### src/rtl/hdmi_pkg.sv
`default_nettype none
// +--------------------------------------------------------------------------+
// | hdmi_pkg : TMDS control tokens, lane indices, deskew FSM state encoding  |
// | rev 1.0                                                                  |
// +--------------------------------------------------------------------------+
package hdmi_pkg;

   localparam logic [9:0] c_ctl_tok0 = 10'h354;
   localparam logic [9:0] c_ctl_tok1 = 10'h0ab;
   localparam logic [9:0] c_ctl_tok2 = 10'h154;
   localparam logic [9:0] c_ctl_tok3 = 10'h2ab;

   localparam int c_ch_b = 0;
   localparam int c_ch_g = 1;
   localparam int c_ch_r = 2;
   localparam int c_nch  = 3;

   typedef enum logic [0:0] {
      ST_SEARCH = 1'b0,
      ST_LOCKED = 1'b1
   } sync_state_e;

   function automatic logic is_ctrl(input logic [9:0] sym);
      return (sym == c_ctl_tok0) || (sym == c_ctl_tok1) ||
             (sym == c_ctl_tok2) || (sym == c_ctl_tok3);
   endfunction

endpackage
`default_nettype wire

### src/rtl/tmds_ctlend.sv
`default_nettype none
// +--------------------------------------------------------------------------+
// | tmds_ctlend : flags the first non-control symbol after >= NCTRL tokens   |
// | rev 1.0                                                                  |
// +--------------------------------------------------------------------------+
module tmds_ctlend
   import hdmi_pkg::*;
#(
   parameter int NCTRL = 8
) (
   input  logic       i_clk,
   input  logic       i_reset,
   input  logic [9:0] i_sym,
   output logic       o_eoc
);

   localparam int RW = $clog2(NCTRL + 1);
   localparam logic [RW-1:0] c_run_max = RW'(NCTRL);

   logic [RW-1:0] run_q, run_d;
   logic          w_is_ctrl;

   always_comb begin
      w_is_ctrl = is_ctrl(i_sym);
      run_d     = '0;
      if (w_is_ctrl) begin
         run_d = (run_q == c_run_max) ? run_q : run_q + 1'b1;
      end
      o_eoc = !w_is_ctrl && (run_q == c_run_max);
   end

   always_ff @(posedge i_clk) begin
      if (i_reset) begin
         run_q <= '0;
      end else begin
         run_q <= run_d;
      end
   end

endmodule
`default_nettype wire

### src/rtl/hdmi_chsync.sv
`default_nettype none
// +--------------------------------------------------------------------------+
// | hdmi_chsync : three-lane TMDS deskew via end-of-control-period alignment |
// | rev 1.0                                                                  |
// +--------------------------------------------------------------------------+
module hdmi_chsync
   import hdmi_pkg::*;
#(
   parameter int LGSKEW  = 3,
   parameter int NCTRL   = 8,
   parameter int MAXMISS = 3
) (
   input  logic                  i_clk,
   input  logic                  i_reset,
   input  logic [9:0]            i_hdmi_r,
   input  logic [9:0]            i_hdmi_g,
   input  logic [9:0]            i_hdmi_b,
   output logic [9:0]            o_hdmi_r,
   output logic [9:0]            o_hdmi_g,
   output logic [9:0]            o_hdmi_b,
   output logic                  o_locked,
   output logic [3*LGSKEW-1:0]   o_skew,
   output logic [15:0]           o_relocks
);

   localparam int MAXSKEW = 1 << LGSKEW;
   localparam int MW      = $clog2(MAXMISS + 1);
   localparam logic [LGSKEW-1:0] c_win_last  = {LGSKEW{1'b1}};
   localparam logic [MW-1:0]     c_miss_last = MW'(MAXMISS - 1);

   logic [9:0]        w_in  [c_nch];
   logic [9:0]        tap_q [c_nch][MAXSKEW];
   logic [9:0]        tap_d [c_nch][MAXSKEW];
   logic [9:0]        out_q [c_nch];
   logic [9:0]        out_d [c_nch];
   logic [LGSKEW-1:0] dly_q [c_nch];
   logic [LGSKEW-1:0] dly_d [c_nch];
   logic [LGSKEW-1:0] arr_q [c_nch];
   logic [LGSKEW-1:0] arr_d [c_nch];
   logic [c_nch-1:0]  w_eoc, w_deoc;

   sync_state_e       state_q, state_d;
   logic              active_q, active_d;
   logic [LGSKEW-1:0] win_q, win_d;
   logic [c_nch-1:0]  rec_q, rec_d;
   logic [MW-1:0]     miss_q, miss_d;
   logic [15:0]       relocks_q, relocks_d;

   logic [LGSKEW-1:0] w_off, w_max;
   logic [c_nch-1:0]  w_rec;
   logic [LGSKEW-1:0] w_arr [c_nch];

   always_comb begin
      w_in[c_ch_b] = i_hdmi_b;
      w_in[c_ch_g] = i_hdmi_g;
      w_in[c_ch_r] = i_hdmi_r;
      for (int c = 0; c < c_nch; c++) begin
         tap_d[c][0] = w_in[c];
         for (int k = 1; k < MAXSKEW; k++) begin
            tap_d[c][k] = tap_q[c][k-1];
         end
         out_d[c] = tap_q[c][dly_q[c]];
      end
   end

   generate
      for (genvar c = 0; c < c_nch; c++) begin : g_det
         tmds_ctlend #(.NCTRL(NCTRL)) u_eoc (
            .i_clk   (i_clk),
            .i_reset (i_reset),
            .i_sym   (tap_q[c][0]),
            .o_eoc   (w_eoc[c])
         );
         tmds_ctlend #(.NCTRL(NCTRL)) u_deoc (
            .i_clk   (i_clk),
            .i_reset (i_reset),
            .i_sym   (tap_q[c][dly_q[c]]),
            .o_eoc   (w_deoc[c])
         );
      end
   endgenerate

   always_comb begin
      state_d   = state_q;
      active_d  = active_q;
      win_d     = win_q;
      rec_d     = rec_q;
      miss_d    = miss_q;
      relocks_d = relocks_q;
      arr_d     = arr_q;
      dly_d     = dly_q;
      w_off     = active_q ? win_q : '0;
      w_rec     = rec_q | w_eoc;
      w_max     = '0;
      for (int c = 0; c < c_nch; c++) begin
         w_arr[c] = (w_eoc[c] && !rec_q[c]) ? w_off : arr_q[c];
         if (w_arr[c] > w_max) begin
            w_max = w_arr[c];
         end
      end

      case (state_q)
         ST_SEARCH: begin
            if (active_q || (|w_eoc)) begin
               if (&w_rec) begin
                  for (int c = 0; c < c_nch; c++) begin
                     dly_d[c] = w_max - w_arr[c];
                  end
                  state_d  = ST_LOCKED;
                  active_d = 1'b0;
                  rec_d    = '0;
                  miss_d   = '0;
                  if (relocks_q != 16'hffff) begin
                     relocks_d = relocks_q + 16'd1;
                  end
               end else if (active_q && (win_q == c_win_last)) begin
                  // Expired window: a late arrival here must not seed a new one
                  active_d = 1'b0;
                  rec_d    = '0;
               end else begin
                  active_d = 1'b1;
                  rec_d    = w_rec;
                  arr_d    = w_arr;
                  win_d    = w_off + 1'b1;
               end
            end
         end
         ST_LOCKED: begin
            if (|w_deoc) begin
               if (&w_deoc) begin
                  miss_d = '0;
               end else if (miss_q == c_miss_last) begin
                  miss_d  = '0;
                  state_d = ST_SEARCH;
               end else begin
                  miss_d = miss_q + 1'b1;
               end
            end
         end
         default: state_d = ST_SEARCH;
      endcase
   end

   always_ff @(posedge i_clk) begin
      if (i_reset) begin
         state_q   <= ST_SEARCH;
         active_q  <= 1'b0;
         win_q     <= '0;
         rec_q     <= '0;
         miss_q    <= '0;
         relocks_q <= '0;
         for (int c = 0; c < c_nch; c++) begin
            arr_q[c] <= '0;
            dly_q[c] <= '0;
            out_q[c] <= '0;
            for (int k = 0; k < MAXSKEW; k++) begin
               tap_q[c][k] <= '0;
            end
         end
      end else begin
         state_q   <= state_d;
         active_q  <= active_d;
         win_q     <= win_d;
         rec_q     <= rec_d;
         miss_q    <= miss_d;
         relocks_q <= relocks_d;
         for (int c = 0; c < c_nch; c++) begin
            arr_q[c] <= arr_d[c];
            dly_q[c] <= dly_d[c];
            out_q[c] <= out_d[c];
            for (int k = 0; k < MAXSKEW; k++) begin
               tap_q[c][k] <= tap_d[c][k];
            end
         end
      end
   end

   assign o_hdmi_b  = out_q[c_ch_b];
   assign o_hdmi_g  = out_q[c_ch_g];
   assign o_hdmi_r  = out_q[c_ch_r];
   assign o_locked  = (state_q == ST_LOCKED);
   assign o_skew    = {dly_q[c_ch_r], dly_q[c_ch_g], dly_q[c_ch_b]};
   assign o_relocks = relocks_q;

endmodule
`default_nettype wire

### config.mk
export PLATFORM = sky130hd
export DESIGN_NAME = hdmi_chsync
export DESIGN_NICKNAME = d
export VERILOG_FILES = /design/src/rtl/hdmi_pkg.sv /design/src/rtl/tmds_ctlend.sv /design/src/rtl/hdmi_chsync.sv
export SDC_FILE = /design/constraint.sdc
export NUM_CORES = 1
export LEC_CHECK = 0
export ABC_AREA = 1
export CORE_MARGIN = 5
export CORE_UTILIZATION = 40
export CTS_CLUSTER_DIAMETER = 40
export CTS_CLUSTER_SIZE = 40
export DETAILED_ROUTE_END_ITERATION = 8
export SYNTH_ARGS = -nofsm -noshare
export SYNTH_HDL_FRONTEND = slang
export SYNTH_SLANG_ARGS = --single-unit
### constraint.sdc
create_clock -name i_clk -period 13.72 [get_ports i_clk]
set_input_delay 2.744 -clock i_clk [delete_from_list [all_inputs] [get_ports i_clk]]
set_output_delay 2.744 -clock i_clk [all_outputs]
set_load 0.005 [all_outputs]
After elaboration in Yosys (flattened, before gate mapping). Memory sizes are Yosys's and may differ from the RTL's. Index checks and enable logic that the tools add are counted.

Memory bits (writable): 270. Logic and storage cells: 229. Flip-flop bits (word level): 68. Input bits: 32. Output and inout bits: 56. Memories: 2.

Memory list: tap_q (words 3, bits a word 80, rd ports 3, clocked after Yosys merged registers in 0, wr ports 3, line hdmi_chsync.sv:32) `logic [9:0] tap_q [c_nch][MAXSKEW];`; out_q (words 3, bits a word 10, rd ports 3, clocked after Yosys merged registers in 0, wr ports 3, line hdmi_chsync.sv:34) `logic [9:0] out_q [c_nch];`.

Muxes and demuxes: 62. Add/sub/neg operators: 12. Magnitude comparators: 6. Reduce and logical (&&, ||, !) cells: 53. Bitwise operators: 40. Equal/unequal tests: 36.

Operators by type and width (count): $mux 10 (33); $eq 10x10->1 const B (12); $bmux 10 s3 (3); $eq 10x8->1 const B (6); $eq 10x9->1 const B (6); $mux 3 (9); $or 1x1->1 (27); $add 4x1->4 const B (6); $eq 4x4->1 const B (6); $logic_or 1x1->1 (19); $add 16x1->16 const B (1); $ne 16x16->1 const B (1); $ge 4x4->1 const B (3); $not 3->4 (3); $reduce_or 2->1 (6); $logic_and 1x1->1 (10); $mux 1 (10); $mux 2 (5); $logic_not 1->1 (9); $not 1->1 (9); $reduce_and 3->1 (3); $sub 3x3->3 (3); $gt 3x3->1 (2); $reduce_and 6->1 (1); other kinds (14) (16).

Logic depth before layout (Yosys ltp). Gate-level depths: netlist of the first run.

Depth after elaboration: 15. Gate-level depth with buffers: 33. Mapped depth without buffers: 33.

By module. From an unflattened synthesis of the first run, not the netlist that was laid out.

Cells, all modules: 1904. Area total of the unflattened synthesis: 13741.9 um2.

Modules (own cells, without submodules): hdmi_chsync (area an instance 11977.7 um2, seq. area each 6286.0 um2, times used 1, cells each 1622); tmds_ctlend (area an instance 294.0 um2, seq. area each 80.1 um2, times used 6, cells each 47).

Worst setup path after synthesis of the first run. Ideal clock, no wire load.

Path type: flip-flop to flip-flop. Start point: register g_det[1].u_eoc.run_q[0]. End point: register dly_q, in the netlist o_skew[2]. Stages on the path, launching flop included: 33. Library setup time: 0.109 ns. Slack: 9.319 ns. Required time: 13.611 ns. Clock period less this slack: 4.401 ns. Path buffers: 0. Arrival time: 4.292 ns. Path through: dfxtp_1 > inv_1 > ha_1 > nand2_1 > nor2_1 > nand3_1 > inv_1 > nand2_1 > o21ai_1 > inv_1 > ha_1 > a31oi_1 > nand2_1 > inv_1 > a31oi_1 > inv_1 > nand2_1 > o21ai_1 > ha_1 > nand2_1 > nor2_1 > inv_1 > a32oi_1 > inv_1 > nand2_1 > o21a_1 > inv_1 > fa_1 > or2_2 > nand4_1 > nand3_1 > nand2_1 > inv_1.

RTL lines: start, declared (line tmds_ctlend.sv:20) `logic [RW-1:0] run_q, run_d;`; start signal, assigned (line tmds_ctlend.sv:36) `run_q <= run_d;`; end signal, assigned by index (line hdmi_chsync.sv:169) `dly_q[c] <= dly_d[c];`; end, declared (line hdmi_chsync.sv:36) `logic [LGSKEW-1:0] dly_q [c_nch];`.

Final worst setup path of the first run.
Start point: register g_det[0].u_eoc.run_q[0]. End point: register dly_q, in the netlist o_skew[2].

Word-level cells in the longest chain between the ends: 11. Elaborated cells between the ends (all ways): 15. Those cells by class: add/sub: 1; order compare: 3; eq/ne: 1; mux: 4; bitwise: 1; reduce/logical: 5.

RTL lines: start, declared (line tmds_ctlend.sv:20); start signal, assigned (line tmds_ctlend.sv:36); $eq 4x4->1 * (line tmds_ctlend.sv:29) `o_eoc = !w_is_ctrl && (run_q == c_run_max);`; $logic_and 1x1->1 * (line tmds_ctlend.sv:29); $logic_and 1x1->1 (line hdmi_chsync.sv:96) `w_arr[c] = (w_eoc[c] && !rec_q[c]) ? w_off : arr_q[c];`; $mux 3 (line hdmi_chsync.sv:96); $gt 3x1->1 (line hdmi_chsync.sv:97) `if (w_arr[c] > w_max) begin`; $mux 3 (line hdmi_chsync.sv:97); $gt 3x3->1 (line hdmi_chsync.sv:97); $mux 3 (line hdmi_chsync.sv:97); $gt 3x3->1 (line hdmi_chsync.sv:97); $mux 3 (line hdmi_chsync.sv:97); $sub 3x3->3 (line hdmi_chsync.sv:107) `dly_d[c] = w_max - w_arr[c];`.

Mark *: on every way between the ends. The rest lies on a longest branch, timed or not. A chain may end at the register's enable or synchronous reset.

==> summary.md, run 1 <==
| Metric | Value |
|---|---|
| Status | `complete, no violations` |
| Maxcap violations | `0` |
| Clk pwr share | `50.8%` |
| Post-layout nets | `~2100` |
| Average wire per standard cell | `12.27 µm` |
| RSZ-0062 raised after global routing | `no` |
| Antenna cells | `0` |
| Remaining Overflow, GRT | `0` |
| Starting Density | `roughly 41%` |
| Tightest Pin Transition | `1172 ps` |
| Crit share post-route | `37.77%` |
| Critical Path End Type | `flop` |
| CP peak stage delay | `~490 ps` |
| Setup CP Type | `reg2reg` |
| Tightest hold margin | `415.9 ps` |
| Detail Route Antenna Nets | `0` |
| Pint | `0.001700 W` |
| Vias | `roughly 12000` |
| Initial antenna violation count | `0` |
| H-Tree Depth | `2` |
| Met2 wire length | `around 15000 µm` |
| Ys flop type | `dfxtp_1` |
| CP required | `14150 ps` |
| Synthesis Warnings | `0` |
| Tmin final | `5182 ps` |
| Post-synth EDFFs | `0` |
| Reg power frac | `46.0%` |
| Non-filler cells, final | `roughly 2500` |
| Net load switching power | `around 0.0005 W` |
| Largest area contributor in the netlist | `dfxtp_1` |
| DR pass1 iterations | `5` |
| VDD IR max | `about 0.092 mV` |
| Placed Instances | `about 2400` |
| Synth cell types | `39` |
| TritonCTS Buffers | `45` |
| Highest Clock Rate | `around 190 MHz` |
| First-pass GRT wire length | `52880 µm` |
| Post-DP HPWL | `between 20000 and 25000 µm` |
| Min-delay worst type | `reg2reg` |
| P&R area growth vs syn | `18.04%` |
| Max Clock Skew | `26.33 ps` |
| Core area | `34540 µm²` |
| Clock slew at reported path FFs | `roughly 60 ps` |
| TritonCTS clock tree | `done` |
| Crit path buffers/inverters | `9` |
| Met1 wire length | `around 15000 µm` |
| Fin. max-slew vios | `0` |
| Crit path DAT | `about 5600 ps` |
| CP most frequent cell | `inv_1` |
| I/O pin total | `88` |
| Asr flop ratio synth | `0%` |
| DIE WIDTH | `around 200 µm` |
| CTS root buffer | `clkbuf_16` |
| Lkg Pwr | `about 7.3 nW` |
| GPL Wtd Cong | `between 0.7 and 0.8` |
| Global Route Usage Sum | `15.86%` |
| Routed WL | `31030 µm` |
| Endpoints failing hold | `0` |
| Largest cells by area after synthesis | `dfxtp_1, nand2_1, inv_1` |
| Post_cts resized | `0` |
| Share of layout cells above drive strength 1 | `under 10%` |
| Highest Signal Layer | `met4` |
| IO buf count | `87` |
| Mean post-synth cell area | `between 7 and 8 µm²` |
| Startpoint types | `flop` |
| Crit-path max FO | `7` |
| Largest buffer count on any clock path | `3` |
| DIE HEIGHT | `slightly below 200 µm` |
| Slew HR | `approximately 22%` |
| CTS sink cnt | `approximately 340` |
| Delay-heaviest family, CP | `simple AND/OR/NAND/NOR gates` |
| Worst-Skew Late Latency | `around 530 ps` |
| Cell count after synthesis | `between 1500 and 2000` |
| Setup repair bufs after CTS | `0` |
| Setup Viol. Count Final | `0` |
| Post-synthesis sequential area ratio | `48.28%` |
| Vias in the first global route | `~11000` |
| Full die area | `around 39000 µm²` |
| Comb power frac | `roughly 3.2%` |
| Syn_nets | `between 2000 and 2500` |
| Core Rows | `68` |
| Met3 WL post-DR | `between 1000 and 1500 µm` |
| Pwr per Cell Area | `approximately 130 nW/µm²` |
| Residual DRC | `0` |
| DRT iter0 DRCs | `a little over 700` |
| Switch share | `between 20% and 30%` |
| DR vias/cell | `4.618` |
| Post-synthesis cell area | `14020 µm²` |
| Setup TNS | `0 ps` |
| Post-synthesis register bit count | `between 300 and 400` |
| Hold buffers post-CTS | `0` |
| Post-synth top area share | `between 40% and 50%` |
| Largest net degree at the start of global routing | `roughly 100` |
| Crit-path slowest cell | `o21ai_0` |
## final cells by class
| type | count | area, µm² |
|---|---|---|
| clock inverters | 25 | 236.5 |
| flip-flops and latches | 338 | 6766 |
| well taps | 455 | 569.3 |
| fillers | 3523 | 18000 |
| inverters | 351 | 1318 |
| multi-input cells | 1208 | 5492 |
| repair buffers | 97 | 949.7 |
| clock buffers | 55 | 1214 |
## kinds of logic (layout without fill, tap and decap cells)
family / after synthesis / in the layout / share of synthesized area (%)
xor gates and xnor gates: 19 / 19 / 1.187
AOI/OAI and AO/OA: 168 / 168 / 6.544
DFF: 338 / 338 / 48.28
buffers and inverters: 439 / 528 / 12.54
adders and majority gates: 24 / 24 / 2.303
and+or+nand+nor: 997 / 997 / 29.15
## state kept, by name, indices dropped and copies added, names as in the netlist
register / cells
active_q: 1
arr_q: 9
g_det.u_deoc.run_q: 12
g_det.u_eoc.run_q: 12
miss_q: 2
o_locked: 1
o_relocks: 16
o_skew: 9
out_q: 30
rec_q: 3
tap_q: 240
win_q: 3
## worst min-delay path, stage by stage, from the launching register on
cell and delay (ps):
dfxtp_1 310, inv_1 50, nor2_1 30
## through the flow
step | total power (W) | util [%] | instance area (µm²) | setup slack (ps)
finish | 0.002186 | 47.90 | 16540 | 8538
CTS | 0.002217 | 47.90 | 16540 | 8557
global route | 0.002274 | 47.90 | 16540 | 8006
global placement | 0.001097 | 43.70 | 15090 | 8250
detailed placement | 0.001098 | 43.70 | 15090 | 8260
floorplan | 0.001069 | - | 14020 | 9319
## layout by cell type (no fill, tap or decap), types with 21 or more instances in the layout
cell type and n:
nand2_1 461, inv_1 344, dfxtp_1 338, nor2_1 317, nand3_1 160, clkdlybuf4s50_1 86
a21oi_1 74, o21ai_0 58, clkbuf_16 45, nor3_1 25, ha_1 21
## per-layer routing
| layer | GRT usage, % | up-vias |
|---|---|---|
| met5 | 0 | - |
| met4 | 3.672 | 0 |
| met3 | 2.848 | 42 |
| met2 | 27.24 | 177 |
| met1 | 20.87 | 5322 |
| li1 | - | 6137 |
## final timing paths
path / startpoint / endpoint / slack (ps) / cells after the start
min: tap_q[0][39]$_SDFF_PP0_ / tap_q[0][29]$_SDFF_PP0_ / 420 / 2
max: g_det[0].u_eoc.run_q[0]$_SDFFE_PP0P_ / o_skew[2]$_SDFFE_PP0P_ / 8540 / 31
min reg2reg: tap_q[0][39]$_SDFF_PP0_ / tap_q[0][29]$_SDFF_PP0_ / 420 / 2
max reg2reg: g_det[0].u_eoc.run_q[0]$_SDFFE_PP0P_ / o_skew[2]$_SDFFE_PP0P_ / 8540 / 31
## power groups by stage
stage | sequential (W) | clock (W) | combinational [W]
floorplan | 0.00103 | 0 | 0.0000434
global placement | 0.00103 | 0 | 0.0000707
detailed placement | 0.00103 | 0 | 0.0000716
CTS | 0.00101 | 0.00114 | 0.0000720
global route | 0.00101 | 0.00119 | 0.0000808
finish | 0.00101 | 0.00111 | 0.0000706
## Yosys cell counts, types with 2 or more instances
cell type / count
buf_1: 2
a21oi_1: 74
nand3_1: 160
xor2_1: 13
a211oi_1: 7
dfxtp_1: 338
buf_4: 2
o21ai_1: 8
xnor2_1: 6
nor3b_1: 2
inv_2: 7
o211ai_1: 9
nor2_1: 317
buf_2: 39
nor3_1: 25
ha_1: 21
inv_1: 344
nand2_1: 461
nor4_1: 2
nand2_2: 3
clkbuf_1: 37
o21ai_0: 58
or2_2: 2
fa_1: 3
buf_6: 7
nor2_2: 2
nand3_2: 5
o211ai_2: 2
a31oi_1: 5
nand4_1: 15
No activity file was read; power rests on OpenSTA's default activity.
==> run 2, diff against run 1 <==
clock period = 4.7 ns   (was 13.72 ns; I/O delays follow)
==> run 2 against run 1 <==
First-iteration DRC count is 29% lower. Global-route usage is 0.12 points higher. Worst setup slack got worse by 8200 ps. Design area grew 2.2%. Sequential cell count unchanged. Hold slack worse by 0.80 ps. Final cell count grew 0.63%. Combinational power increased to 3.0 times the previous value. Clock skew shrank 4.3 ps. Highest routed layer unchanged.
==> summary.md, run 2 (synthesis results as in run 1) <==
| Metric | Value |
|---|---|
| Crit path DAT | `4800 ps (-810 ps)` |
| Design Power | `0.006722 W (+210%)` |
| DRT iter0 DRCs | `511 (-29%)` |
| CP required | `5130 ps (-9020 ps)` |
| Routed WL | `31350 µm (+1.0%)` |
| P&R area growth vs syn | `20.67%` |
| Setup CP Type | `reg2reg` |
| Setup TNS | `0 ps (unchanged)` |
| Crit-path slowest cell | `fa_1` |
| DR vias/cell | `4.598 (-0.43%)` |
| H-Tree Depth | `2 (unchanged)` |
| Setup Viol. Count Final | `0 (unchanged)` |
| Pwr per Cell Area | `397.4 nW/µm² (+200%)` |
| Reg2reg path depth | `30 (-3.2%)` |
| Antenna cells | `0 (unchanged)` |
| Slew HR | `40.97% (+19 points)` |
| Worst setup path endpoint | `o_skew[2]$_SDFFE_PP0P_` |
| DR pass1 iterations | `5 (unchanged)` |
| Worst-Skew Late Latency | `540 ps (about the same)` |
| Fin. max-slew vios | `0 (unchanged)` |
| GPL Wtd Cong | `0.8391 (+6.7%)` |
| Largest Register | `tap_q` |
| First-pass GRT wire length | `52960 µm (+0.16%)` |
| CP startpoint | `tap_q[0][77]$_SDFF_PP0_` |
| CTS sink cnt | `338 (unchanged)` |
| Largest net degree at the start of global routing | `183 (+76%)` |
| VDD IR max | `0.2812 mV (+200%)` |
| Finished Cell Area | `16910 µm² (+2.2%)` |
| Lkg Pwr | `7.457 nW (+2.4%)` |
| Share of layout cells above drive strength 1 | `7.129% (+1.9 points)` |
| Endpoints failing hold | `0 (unchanged)` |
| Clock slew at reported path FFs | `60 ps (about the same)` |
| TritonCTS clock tree | `done` |
| Post-DP HPWL | `20040 µm (about the same)` |
| Worst hold path cell count | `2 (unchanged)` |
| CTS root buffer | `clkbuf_16` |
| Area after DPL | `15190 µm² (+0.63%)` |
| Maxcap violations | `0 (unchanged)` |
| Vias in the first global route | `11259 (+0.58%)` |
| Remaining Overflow, GRT | `0 (unchanged)` |
| Core area | `34540 µm² (unchanged)` |
| Core Rows | `68 (unchanged)` |
| Startpoint types | `flop` |
| I/O pin total | `88 (unchanged)` |
| R2R setup slack | `330 ps (-8210 ps)` |
| Tmin final | `4371 ps (-811.5 ps)` |
| CP peak stage delay | `380 ps (-110 ps)` |
| Final core occ | `48.96% (+1.1 points)` |
| DIE HEIGHT | `197.2 µm (unchanged)` |
| Crit share post-route | `92.99% (+55 points)` |
| Max FFs per register | `240 (unchanged)` |
| Non-filler cells, final | `2545 (+0.63%)` |
| TritonCTS Buffers | `46 (+2.2%)` |
| Average wire per standard cell | `12.32 µm (+0.41%)` |
| IO buf count | `87 (unchanged)` |
| Global Route Usage Sum | `15.98% (+0.12 points)` |
| Highest Clock Rate | `228.8 MHz (+19%)` |
| Commonest non-fill, non-tap cell in the layout | `nand2_1` |
| Status | `complete, no violations` |
| Crit-path max FO | `7 (unchanged)` |
| Most frequent cells in the layout | `nand2_1, inv_1, dfxtp_1` |
| Post-layout nets | `2113 (+0.76%)` |
| Placed Instances | `2460 (+0.45%)` |
| DIE WIDTH | `197.2 µm (unchanged)` |
| Initial antenna violation count | `0 (unchanged)` |
| Tightest Pin Transition | `884.5 ps (-287.4 ps)` |
| Min-delay worst type | `reg2reg` |
| Full die area | `38880 µm² (unchanged)` |
| CP most frequent cell | `nand2_1` |
| RR Startpoint | `tap_q[0][77]$_SDFF_PP0_` |
| Hold buffers post-CTS | `0 (unchanged)` |
| Largest buffer count on any clock path | `3 (unchanged)` |
| Vias | `11701 (+0.20%)` |
| Residual DRC | `0 (unchanged)` |
| Max Clock Skew | `22.00 ps (-4.331 ps)` |
| Starting Density | `40.58% (unchanged)` |
| Critical Path End Type | `flop` |
| Worst R2R End | `o_skew[2]$_SDFFE_PP0P_` |
| Detail Route Antenna Nets | `0 (unchanged)` |
## run 2: cell count changes in the layout (fill, tap and decap cells not counted), sizes merged
cell	delta
clkbuf	+1
clkinvlp	-4
buf	+15
inv	-3
clkinv	+2
bufinv	+5
## run 2: worst min path at each step
stage               slack, ps                     start                        to
CTS                       420   tap_q[0][30]$_SDFF_PP0_   tap_q[0][20]$_SDFF_PP0_
detailed placement        410  tap_q[0][199]$_SDFF_PP0_  tap_q[0][189]$_SDFF_PP0_
global route              430  tap_q[0][119]$_SDFF_PP0_  tap_q[0][109]$_SDFF_PP0_
global placement          410  tap_q[0][212]$_SDFF_PP0_  tap_q[0][202]$_SDFF_PP0_
floorplan                 400  tap_q[0][119]$_SDFF_PP0_  tap_q[0][109]$_SDFF_PP0_
finish                    420  tap_q[0][199]$_SDFF_PP0_  tap_q[0][189]$_SDFF_PP0_
## run 2: layer usage
| layer | vias up | track usage (%) | part of all wire (%) |
|---|---|---|---|
| li1 | 6162 | - | - |
| met3 | 46 | 2.900 | 4.2 |
| met4 | 0 | 4.417 | 2.0 |
| met2 | 192 | 27.62 | 48 |
| met5 | - | 0 | 0 |
| met1 | 5301 | 20.56 | 46 |
## run 2: worst max-delay path, delay by kind of cell (launching register included)
kind	cells	cell delay (ps)
AO/OA/AOI/OAI	4	530
adder cells (fa/ha/maj)	4	1150
buffers and inverters	7	470
flip-flops	1	350
AND/OR/NAND/NOR	15	1800
## run 2: stage by stage
stage          hold WS (ps)  setup WS, ps
2_1_floorplan         399.4         298.8
3_3_place_gp          406.1         168.8
3_5_place_dp          411.7         61.68
4_1_cts               415.4         37.30
5_1_grt               427.9        -33.65
6_report              415.1         329.5
## run 2: final cells by class
type	count	area (µm²)
Clock inverter	25	340.3
Inverter	351	1318
Tap cell	455	569.3
Clock buffer	56	1270
Sequential cell	338	6770
Multi-Input combinational cell	1208	5570
Timing Repair Buffer	112	1075
Fill cell	3544	17630
## run 2: power by group
| group | leakage [nW] | internal [W] | switching (W) |
|---|---|---|---|
| sequential | 2.75 | 0.00292 | 0.0000169 |
| combinational | 3.92 | 0.0000814 | 0.000129 |
| clock | 0.788 | 0.00231 | 0.00127 |
| total | 7.46 | 0.00531 | 0.00141 |
## run 2: what timing repair did
item / CTS / global route
endpoints found under the setup margin: 0 / 6
setup buffers: 0 / 4
gates resized for setup: 0 / 25
==> run 3, diff against run 2 <==
CORE_UTILIZATION = 50   (was 40)
PLACE_DENSITY = 0.72   (was default)
RECOVER_POWER = 25   (was default)
==> run 3 against run 2 <==
The run now ends with capacitance limit, slew limit left. Clock power decreased by 9.0%. Sequential share of layout area rose by 0.64 points. Combinational power about the same. Hold slack about the same. Critical endpoint is now o_skew[5]$_SDFFE_PP0P_.
==> summary.md, run 3 (synthesis results as in run 1) <==
| Metric | Value |
|---|---|
| Status | `finished with violations` |
| Failing checks | `capacitance limit, slew limit` |
| Min-delay worst type | `reg2reg` |
| VDD IR max | `0.2611 mV (-7.1%)` |
| I/O pin total | `88 (unchanged)` |
| Critical Path End Type | `flop` |
| Startpoint types | `flop` |
| Vias in the first global route | `10972 (-2.5%)` |
| Setup Viol. Count Final | `0 (unchanged)` |
| DIE HEIGHT | `177.4 µm (-10%)` |
| Starting Density | `50.59% (+10 points)` |
| GPL Wtd Cong | `0.8676 (+3.4%)` |
| Detail Route Antenna Nets | `0 (unchanged)` |
| Routed WL | `30290 µm (-3.4%)` |
| Pwr per Cell Area | `384.0 nW/µm² (-3.4%)` |
| Highest Clock Rate | `227.4 MHz (-0.63%)` |
| TritonCTS clock tree | `done` |
| TritonCTS Buffers | `43 (-6.5%)` |
| Crit-path slowest cell | `fa_2` |
| CTS sink cnt | `338 (unchanged)` |
| Slew HR | `-63.06% (-100 points)` |
| Post-layout nets | `2112 (-0.047%)` |
| H-Tree Depth | `2 (unchanged)` |
| First-pass GRT wire length | `51130 µm (-3.5%)` |
| Remaining Overflow, GRT | `0 (unchanged)` |
| Post-DP HPWL | `19390 µm (-3.2%)` |
| Fin. max-slew vios | `223 (+223)` |
| Maxcap violations | `2 (+2)` |
| # fillers | `2552 (-28%)` |
| CTS root buffer | `clkbuf_16` |
| IO buf count | `87 (unchanged)` |
| Tmin final | `4398 ps (+27.51 ps)` |
| Core area | `27710 µm² (-20%)` |
| Max Clock Skew | `22.72 ps (+0.7185 ps)` |
| Average wire per standard cell | `12.28 µm (-0.28%)` |
| Tightest hold margin | `415.1 ps (-0.05400 ps)` |
| Global Route Usage Sum | `19.21% (+3.2 points)` |
| Initial antenna violation count | `0 (unchanged)` |
| P&R area growth vs syn | `18.80%` |
| DRT iter0 DRCs | `737 (+44%)` |
| Largest Register | `tap_q` |
| Residual DRC | `0 (unchanged)` |
| DR pass1 iterations | `5 (unchanged)` |
| Placed Instances | `2381 (-3.2%)` |
| Max FFs per register | `240 (unchanged)` |
| Full die area | `31480 µm² (-19%)` |
| Crit path DAT | `4810 ps (about the same)` |
| Share of layout cells above drive strength 1 | `7.423% (+0.29 points)` |
| Vias | `11855 (+1.3%)` |
| Tightest Pin Transition | `2446 ps (+1561 ps)` |
| Crit-path max FO | `5 (-2)` |
| Commonest non-fill, non-tap cell in the layout | `nand2_1` |
| Largest buffer count on any clock path | `3 (unchanged)` |
| CP most frequent cell | `inv_2` |
| Largest net degree at the start of global routing | `163 (-11%)` |
| Lkg Pwr | `7.370 nW (-1.2%)` |
| Crit share post-route | `93.57% (+0.59 points)` |
| Clock slew at reported path FFs | `60 ps (about the same)` |
| Core Rows | `61 (-10%)` |
| Most frequent cells in the layout | `nand2_1, inv_1, dfxtp_1` |
| Endpoints failing hold | `0 (unchanged)` |
| Antenna cells | `0 (unchanged)` |
| Worst-Skew Late Latency | `530 ps (about the same)` |
| DR vias/cell | `4.807 (+4.6%)` |
| CP required | `5110 ps (-20 ps)` |
| DIE WIDTH | `177.4 µm (-10%)` |
| Non-filler cells, final | `2466 (-3.1%)` |
| Setup CP Type | `reg2reg` |
| CP peak stage delay | `390 ps (about the same)` |
[run 3: cell count changes in the layout (fill, tap and decap cells not counted), moves of 2 or more]
cell and change:
inv_6 +7, clkbuf_8 -4, fa_1 -2, fa_2 +2, clkinv_2 -4, bufinv_16 -4, clkbuf_16 -4, inv_8 +4
nand2_2 +4, clkinv_4 +4, nand2_1 -4
[run 3: layout make-up]
type | count | area, µm² | area share (%)
multi-input cells | 1208 | 5582 | 33.52
flip-flops and latches | 338 | 6773 | 40.67
clock inverters | 30 | 314.1 | 1.886
clock buffers | 47 | 1121 | 6.733
repair buffers | 114 | 1071 | 6.432
inverters | 351 | 1318 | 7.912
well taps | 378 | 473.0 | 2.840
[run 3: metrics by stage]
stage | utilization (%) | total power [W] | setup slack (ps) | setup TNS [ps] | cell area (µm²)
after floorplan | - | 0.003121 | 298.8 | 0 | 14020
after global placement | 54.42 | 0.003204 | 132.4 | 0 | 15080
after detailed placement | 54.42 | 0.003208 | -11.58 | -11.58 | 15080
after CTS | 59.63 | 0.006468 | 66.19 | 0 | 16520
after global routing | 60.10 | 0.006624 | -48.87 | -58.56 | 16650
final | 60.10 | 0.006394 | 302.0 | 0 | 16650
[run 3: report_power, final]
part	switching (W)	total, W	internal [W]
Combinational	0.000129	0.000209	0.0000806
Clock	0.00132	0.00325	0.00194
Sequential	0.0000171	0.00293	0.00292
[run 3: timing repair]
action                                  4_1_cts  5_1_grt
buffers inserted                              0        8
endpoints found under the setup margin        2        6
hold buffers                                  0        0
gates resized for setup                       2       33
pin swaps                                     0       14
[run 3: path summary, 6_finish.rpt]
| check | startpoint | endpoint | slack, ps | cells past startpoint |
|---|---|---|---|---|
| max | g_det[0].u_eoc.run_q[0]$_SDFFE_PP0P_ | o_skew[5]$_SDFFE_PP0P_ | 300 | 31 |
| min | tap_q[0][119]$_SDFF_PP0_ | tap_q[0][109]$_SDFF_PP0_ | 420 | 2 |
| max reg2reg | g_det[0].u_eoc.run_q[0]$_SDFFE_PP0P_ | o_skew[5]$_SDFFE_PP0P_ | 300 | 31 |
| min reg2reg | tap_q[0][119]$_SDFF_PP0_ | tap_q[0][109]$_SDFF_PP0_ | 420 | 2 |
[run 3: worst max-delay path: cells and delay by family, from the launching register on]
family	cells	cell delay (ps)
flip-flops	1	350
XOR/XNOR	1	160
buffers and inverters	9	710
AND/OR/NAND/NOR	11	1030
AO/OA/AOI/OAI	6	930
adder cells (fa/ha/maj)	4	1090
[run 3: metal layers]
layer,up-vias,global-route usage [%],routed length (µm),part of all wire (%)
met5,-,0,0,0
met4,0,6.284,805,2.7
met3,68,3.877,1463,4.8
met2,221,31.97,14260,47
met1,5392,25.10,13770,45
li1,6174,-,-,-
